File: config.mk
export PLATFORM = sky130hd
export DESIGN_NAME = pipe_stage_reg
export DESIGN_NICKNAME = d
export VERILOG_FILES = /design/src/rtl/core_pipe_pkg.sv /design/src/rtl/sat_counter.sv /design/src/rtl/pipe_stage_reg.sv
export SDC_FILE = /design/constraint.sdc
export NUM_CORES = 1
export LEC_CHECK = 0
export CORE_ASPECT_RATIO = 2
export CORE_MARGIN = 2
export CORE_UTILIZATION = 35
export CTS_BUF_LIST = sky130_fd_sc_hd__clkbuf_4
export DETAILED_ROUTE_END_ITERATION = 10
export PLACE_DENSITY = 0.63
export SYNTH_ARGS = -nofsm -noshare
export SYNTH_HDL_FRONTEND = slang
export SYNTH_SLANG_ARGS = --single-unit
File: constraint.sdc
create_clock -name clk -period 10.4 [get_ports clk]
set_input_delay 2.08 -clock clk [delete_from_list [all_inputs] [get_ports clk]]
set_output_delay 2.08 -clock clk [all_outputs]
set_load 0.005 [all_outputs]
File: src/rtl/core_pipe_pkg.sv
`default_nettype none
// +--------------------------------------------------------------------------+
// | core_pipe_pkg                                                            |
// | Shared types and constants for the generic pipeline-stage register.      |
// |   ex_mem_ctrl_t    : EX/MEM control-field layout                         |
// |   CTRL_W_EX_MEM    : control width of the EX/MEM instance                |
// |   DATA_W_EX_MEM    : payload width (alu_result + rs2_data + rd_addr)     |
// |   skid_state_t     : EMPTY / ONE / FULL occupancy encodings              |
// | Revision: 1.0 - initial release                                          |
// +--------------------------------------------------------------------------+
package core_pipe_pkg;

   typedef struct packed {
      logic reg_write_en;
      logic mem_to_reg;
      logic mem_read;
      logic mem_write;
   } ex_mem_ctrl_t;

   localparam int CTRL_W_EX_MEM = 4;
   localparam int DATA_W_EX_MEM = 69;

   // Occupancy of the main/skid register pair.
   typedef logic [1:0] skid_state_t;
   localparam skid_state_t c_skid_empty = 2'd0;  // main invalid
   localparam skid_state_t c_skid_one   = 2'd1;  // main valid, skid empty
   localparam skid_state_t c_skid_full  = 2'd2;  // main and skid valid

endpackage
`default_nettype wire

File: src/rtl/sat_counter.sv
`default_nettype none
// +--------------------------------------------------------------------------+
// | sat_counter                                                              |
// | Up-counter that sticks at its all-ones value instead of wrapping.        |
// |   clk   : clock                                                          |
// |   rst   : asynchronous active-high reset, clears the count               |
// |   inc   : count one event this cycle                                     |
// |   count : current value                                                  |
// | Revision: 1.0 - initial release                                          |
// +--------------------------------------------------------------------------+
module sat_counter #(
   parameter int W = 16
) (
   input  logic         clk,
   input  logic         rst,
   input  logic         inc,
   output logic [W-1:0] count
);

   logic [W-1:0] r_count;

   always_ff @(posedge clk or posedge rst) begin
      if (rst) begin
         r_count <= '0;
      end else if (inc && (r_count != {W{1'b1}})) begin
         r_count <= r_count + W'(1);
      end
   end

   assign count = r_count;

endmodule
`default_nettype wire

File: src/rtl/pipe_stage_reg.sv
`default_nettype none
// +--------------------------------------------------------------------------+
// | pipe_stage_reg                                                           |
// | Parametrised pipeline-stage register with valid/ready back-pressure,     |
// | synchronous flush, control-field gating and optional skid buffer.        |
// |   clk, rst             : clock, asynchronous active-high reset           |
// |   flush                : kill held and incoming beats                    |
// |   in_valid/in_ready    : upstream handshake                              |
// |   in_ctrl/in_data      : upstream control bits and payload               |
// |   out_valid/out_ready  : downstream handshake                            |
// |   out_ctrl/out_data    : control (zero when invalid) and payload         |
// |   stall_cnt/flush_cnt  : saturating performance counters                 |
// | Revision: 1.0 - initial release                                          |
// +--------------------------------------------------------------------------+
module pipe_stage_reg
   import core_pipe_pkg::*;
#(
   parameter int CTRL_W = CTRL_W_EX_MEM,
   parameter int DATA_W = DATA_W_EX_MEM,
   parameter int SKID   = 1,
   parameter int CNT_W  = 16
) (
   input  logic              clk,
   input  logic              rst,
   input  logic              flush,
   input  logic              in_valid,
   output logic              in_ready,
   input  logic [CTRL_W-1:0] in_ctrl,
   input  logic [DATA_W-1:0] in_data,
   output logic              out_valid,
   input  logic              out_ready,
   output logic [CTRL_W-1:0] out_ctrl,
   output logic [DATA_W-1:0] out_data,
   output logic [CNT_W-1:0]  stall_cnt,
   output logic [CNT_W-1:0]  flush_cnt
);

   logic              w_main_valid;
   logic [CTRL_W-1:0] w_main_ctrl;
   logic [DATA_W-1:0] w_main_data;
   logic              w_in_ready;
   logic              w_in_xfer;
   logic              w_out_xfer;
   logic              w_discard;

   assign w_in_xfer  = in_valid && w_in_ready;
   assign w_out_xfer = w_main_valid && out_ready;

   generate
      if (SKID == 0) begin : g_single
         logic              r_valid;
         logic [CTRL_W-1:0] r_ctrl;
         logic [DATA_W-1:0] r_data;

         always_ff @(posedge clk or posedge rst) begin
            if (rst) begin
               r_valid <= 1'b0;
               r_ctrl  <= '0;
               r_data  <= '0;
            end else if (flush) begin
               r_valid <= 1'b0;
            end else if (w_in_xfer) begin
               r_valid <= 1'b1;
               r_ctrl  <= in_ctrl;
               r_data  <= in_data;
            end else if (w_out_xfer) begin
               r_valid <= 1'b0;
            end
         end

         assign w_in_ready   = out_ready || !r_valid;
         assign w_main_valid = r_valid;
         assign w_main_ctrl  = r_ctrl;
         assign w_main_data  = r_data;
         // A held beat leaving in the flush cycle is not a discard.
         assign w_discard    = (r_valid && !out_ready) || w_in_xfer;
      end else begin : g_skid
         skid_state_t       r_state;
         skid_state_t       w_next_state;
         logic              r_in_ready;
         logic [CTRL_W-1:0] r_main_ctrl;
         logic [DATA_W-1:0] r_main_data;
         logic [CTRL_W-1:0] r_skid_ctrl;
         logic [DATA_W-1:0] r_skid_data;
         logic              w_ld_main_in;
         logic              w_ld_main_skid;
         logic              w_ld_skid;

         always_ff @(posedge clk or posedge rst) begin
            if (rst) begin
               r_state    <= c_skid_empty;
               r_in_ready <= 1'b1;
            end else begin
               r_state    <= w_next_state;
               // Registered ready breaks the out_ready -> in_ready path.
               r_in_ready <= (w_next_state != c_skid_full);
            end
         end

         always_comb begin
            w_next_state   = r_state;
            w_ld_main_in   = 1'b0;
            w_ld_main_skid = 1'b0;
            w_ld_skid      = 1'b0;
            if (flush) begin
               w_next_state = c_skid_empty;
            end else begin
               case (r_state)
                  c_skid_empty: begin
                     if (w_in_xfer) begin
                        w_next_state = c_skid_one;
                        w_ld_main_in = 1'b1;
                     end
                  end
                  c_skid_one: begin
                     if (w_out_xfer && w_in_xfer) begin
                        w_ld_main_in = 1'b1;
                     end else if (w_out_xfer) begin
                        w_next_state = c_skid_empty;
                     end else if (w_in_xfer) begin
                        w_next_state = c_skid_full;
                        w_ld_skid    = 1'b1;
                     end
                  end
                  c_skid_full: begin
                     // in_ready is low here, so the skid beat is the only
                     // candidate for main and order is preserved.
                     if (w_out_xfer) begin
                        w_next_state   = c_skid_one;
                        w_ld_main_skid = 1'b1;
                     end
                  end
                  default: w_next_state = c_skid_empty;
               endcase
            end
         end

         always_ff @(posedge clk or posedge rst) begin
            if (rst) begin
               r_main_ctrl <= '0;
               r_main_data <= '0;
               r_skid_ctrl <= '0;
               r_skid_data <= '0;
            end else begin
               if (w_ld_main_in) begin
                  r_main_ctrl <= in_ctrl;
                  r_main_data <= in_data;
               end else if (w_ld_main_skid) begin
                  r_main_ctrl <= r_skid_ctrl;
                  r_main_data <= r_skid_data;
               end
               if (w_ld_skid) begin
                  r_skid_ctrl <= in_ctrl;
                  r_skid_data <= in_data;
               end
            end
         end

         assign w_in_ready   = r_in_ready;
         assign w_main_valid = (r_state != c_skid_empty);
         assign w_main_ctrl  = r_main_ctrl;
         assign w_main_data  = r_main_data;
         assign w_discard    = (w_main_valid && !out_ready) ||
                               (r_state == c_skid_full) || w_in_xfer;
      end
   endgenerate

   assign in_ready  = w_in_ready;
   assign out_valid = w_main_valid;
   // Bubbles must never raise write/read enables downstream.
   assign out_ctrl  = w_main_ctrl & {CTRL_W{w_main_valid}};
   assign out_data  = w_main_data;

   sat_counter #(.W(CNT_W)) u_stall_cnt (
      .clk   (clk),
      .rst   (rst),
      .inc   (w_main_valid && !out_ready && !flush),
      .count (stall_cnt)
   );

   sat_counter #(.W(CNT_W)) u_flush_cnt (
      .clk   (clk),
      .rst   (rst),
      .inc   (flush && w_discard),
      .count (flush_cnt)
   );

endmodule
`default_nettype wire

==> parameters.txt <==
Parameter                              Value

Flow run
  Max-capacitance violation count    0

Final layout
  Share of cells above drive strength 1    about 16%
  Commonest cells after routing, fill and taps aside    sky130_fd_sc_hd__clkdlybuf4s50_1 (184), sky130_fd_sc_hd__dfrtp_1 (180), sky130_fd_sc_hd__nand2_1 (88), sky130_fd_sc_hd__mux2_2 (75), sky130_fd_sc_hd__mux2i_1 (73)
  Area grow syn2layout    31.0%
  Design Area, Final    0.0102 sq mm
  Leading cell type in the layout, fill and taps excluded    sky130_fd_sc_hd__clkdlybuf4s50_1
  Total number of nets in the final design    between 800 and 900

Setup path
  Slowest cell on crit path    sky130_fd_sc_hd__buf_4
  Crit-path max cell delay    approximately 640 ps
  Critical path buffer and inverter count    3
  Cell repeated most along the worst path    sky130_fd_sc_hd__buf_4
  Worst Path Class, Setup    primary input to flip-flop
  Critical-path maximum fanout    36
  Setup crit end kind    flip-flop
  Startpoint kind of the worst setup timing path    primary input
  Cell class contributing the biggest share of worst-path delay    buffers and inverters
  Ordered cell list for the critical path    clkdlybuf4s50_1, nand3b_1, nor2_4, buf_4, buf_4, mux2i_1, o21ai_0
  CP required    about 11000 ps
  Worst endpoint data arrival time    between 4000 and 5000 ps

Floorplan
  Core Area    about 0.022 sq mm
  Die Width    109 um
  Boundary Pins    roughly 190
  Initial core utilization    between 30% and 40%
  Die Y    roughly 210 um
  Cell row count    slightly below 80
  Overall die area    between 0.02 and 0.025 sq mm

Placed design
  Routability congestion estimate    0.825
  Dpl cell area    just under 0.01 sq mm
  IO buf count    184
  HPWL after detailed placement    about 13 mm

GRT
  Global-route total usage across every layer    about 16%
  Initial antenna violation count    2
  Wire length of the first global-routing pass    between 20 and 30 mm
  Number of global-route vias before repair    between 5000 and 6000
  Maximum number of pins on one net before global-route repair    about 110
  Sum of overflow across all layers after global routing    0

Drt
  Remaining DRCs    0
  First-pass iteration count of the detailed router    4
  Number of nets with antenna violations after detailed routing    0
  Via count normalized by instance count    4.85
  Average detailed-routed wire length per instance    ~17 um
  Routed via count    around 5300
  Iter 0 DRT Violations    about 220
  Total Wirelength    18.3 mm

Yosys
  Net count after synthesis    slightly above 700
  Sequential element share of the synthesized area    roughly three fifths
  Per-instance average area after synthesis    around 12 sq um
  Leading area contributor after synthesis    sky130_fd_sc_hd__dfrtp_1
  Count of state elements after synthesis    about 180
  Async set or reset register ratio after synthesis    100%
  Area fraction of the dominant cell type after synthesis    58.1%
  Most used flip-flop cell after synthesis    sky130_fd_sc_hd__dfrtp_1
  Biggest area contributors in the synthesized netlist    sky130_fd_sc_hd__dfrtp_1 (58%), sky130_fd_sc_hd__mux2_2 (11%), sky130_fd_sc_hd__mux2i_1 (9.4%)
  Gate count after technology mapping    630
  Yosys warns    0
  Total standard cell area after synthesis    0.00775 sq mm
  Number of unique standard cell types used by synthesis    42
  Number of enable flip-flop cells after synthesis    0

Hold path
  Hold Crit Class    flip-flop to flip-flop

Pwr
  Leakage power total    4.13 nW
  Max IR drop VDD    0.0997 mV
  Power per standard cell area    between 150 and 200 mW/mm^2
  Final total power    about 1.8 mW

STA
  Final hold vios    0
  Unrepaired setup endpoints after global routing    false
  Slew @ Worst Pin    about 1000 ps
  Post-Route Skew    between 15 and 20 ps
  Hold slack final    521 ps
  Final critical path time including I/O delays and setup    between 4000 and 5000 ps
  Total of endpoints with negative setup slack in the final report    0
  Achievable Freq    0.229 GHz
  Final setup TNS    0 ps
  Worst slew margin relative to its limit    between 30% and 40%
  Final critical-path share of the clock period    a little over two fifths
  Count of final max-slew check failures    0

Status
  Outcome    finished, final reports clean

Clocking
  Maximum count of clock buffers along a single path    2
  TritonCTS sink count    around 180
  Post-CTS Hold Fix Bufs    0
  Worst-Skew Late Latency    ~600 ps
  CTS tree    yes
  Setup Buffers After CTS    0
  Quantity of gates resized following cts    0
  Number of levels in the clock H-tree    4
  Number of buffers created by CTS    17
  Cell chosen for the clock root    sky130_fd_sc_hd__clkbuf_4
  Clock Pin Slew Worst Setup and Hold Paths    roughly 140 ps
## flip-flops by register name, indices dropped and copies added, names as in the netlist
| signal | count |
|---|---|
| g_skid.r_state | 2 |
| u_stall_cnt.count | 16 |
| g_skid.r_main_ctrl | 4 |
| u_flush_cnt.count | 16 |
| out_data | 69 |
| g_skid.r_skid_data | 69 |
| g_skid.r_skid_ctrl | 4 |
| in_ready | 1 |
## cell families (layout without fill, tap and decap cells)
| family | Yosys count | after routing | synth area share [%] |
|---|---|---|---|
| buffers and inverters | 38 | 228 | 2.44 |
| other | 0 | 2 | 0 |
| AND/OR/NAND/NOR | 149 | 149 | 9.36 |
| AO/OA/AOI/OAI | 83 | 83 | 5.86 |
| multiplexers | 148 | 148 | 20.3 |
| flip-flops | 181 | 181 | 58.4 |
| XOR/XNOR | 29 | 29 | 3.28 |
| adder cells (fa/ha/maj) | 2 | 2 | 0.323 |
## power by group
group	switching (mW)	internal, mW	leakage (nW)	total, mW
logic	0.139	0.259	1.69	0.398
clock network	0.252	0.172	0.163	0.424
registers	0.0999	0.862	2.27	0.961
total	0.490	1.29	4.13	1.78
## path summary, 6_finish.rpt
kind                                        from               endpoint  slack (ps)  depth (start not counted)
min in group asynchronous                    rst           out_data[22]        2070                          2
min                        g_skid.r_skid_data[1]  g_skid.r_skid_data[1]         520                          1
max reg2reg                    g_skid.r_state[0]           out_data[48]        7530                          6
max                                    out_ready           out_data[48]        6020                          7
min reg2reg                g_skid.r_skid_data[1]  g_skid.r_skid_data[1]         520                          1
max in group asynchronous                    rst   u_stall_cnt.count[6]        6840                          3
## synthesized netlist by cell type, types with 2 or more instances
cell and number:
sky130_fd_sc_hd__a21oi_1 3, sky130_fd_sc_hd__a31oi_1 2, sky130_fd_sc_hd__and2_1 5, sky130_fd_sc_hd__and3_1 4, sky130_fd_sc_hd__and4_4 2, sky130_fd_sc_hd__buf_2 19, sky130_fd_sc_hd__buf_4 3, sky130_fd_sc_hd__clkbuf_1 9
sky130_fd_sc_hd__dfrtp_1 180, sky130_fd_sc_hd__ha_1 2, sky130_fd_sc_hd__inv_1 5, sky130_fd_sc_hd__mux2_2 75, sky130_fd_sc_hd__mux2i_1 73, sky130_fd_sc_hd__nand2_1 88, sky130_fd_sc_hd__nand3_1 12, sky130_fd_sc_hd__nand4_1 8
sky130_fd_sc_hd__nand4_2 2, sky130_fd_sc_hd__nor2_1 10, sky130_fd_sc_hd__nor2_2 2, sky130_fd_sc_hd__nor3_1 2, sky130_fd_sc_hd__nor4_1 4, sky130_fd_sc_hd__o21ai_0 68, sky130_fd_sc_hd__o21ai_1 5, sky130_fd_sc_hd__or4b_1 2
sky130_fd_sc_hd__xnor2_1 19, sky130_fd_sc_hd__xor2_1 10
## layer usage
metal	share of wire (%)	track usage (%)	wire length [um]	vias to the layer above
li1	-	-	-	2554
met1	38	17.6	6930	2618
met2	55	29.4	10000	126
met3	4.2	3.34	773	30
met4	3.2	8.27	586	0
met5	0	0	0	-
## final cells by class
cell class,instances,area (sq um)
multi-input cells,411,3050
diodes,2,5.00
inverters,6,28.8
fillers,2084,11800
well taps,276,345
repair buffers,190,1890
clock buffers,18,135
flip-flops and latches,181,4530
clock inverters,14,176
## through the flow
stage,std cells,setup slack [ps],utilization [%]
2_1_floorplan,630,3410,-
3_3_place_gp,1064,5420,44.8
3_5_place_dp,1064,5380,44.8
4_1_cts,1096,6030,46.2
5_1_grt,1098,5910,46.3
6_report,1098,6020,46.3
(Power assumes the default switching activity.)
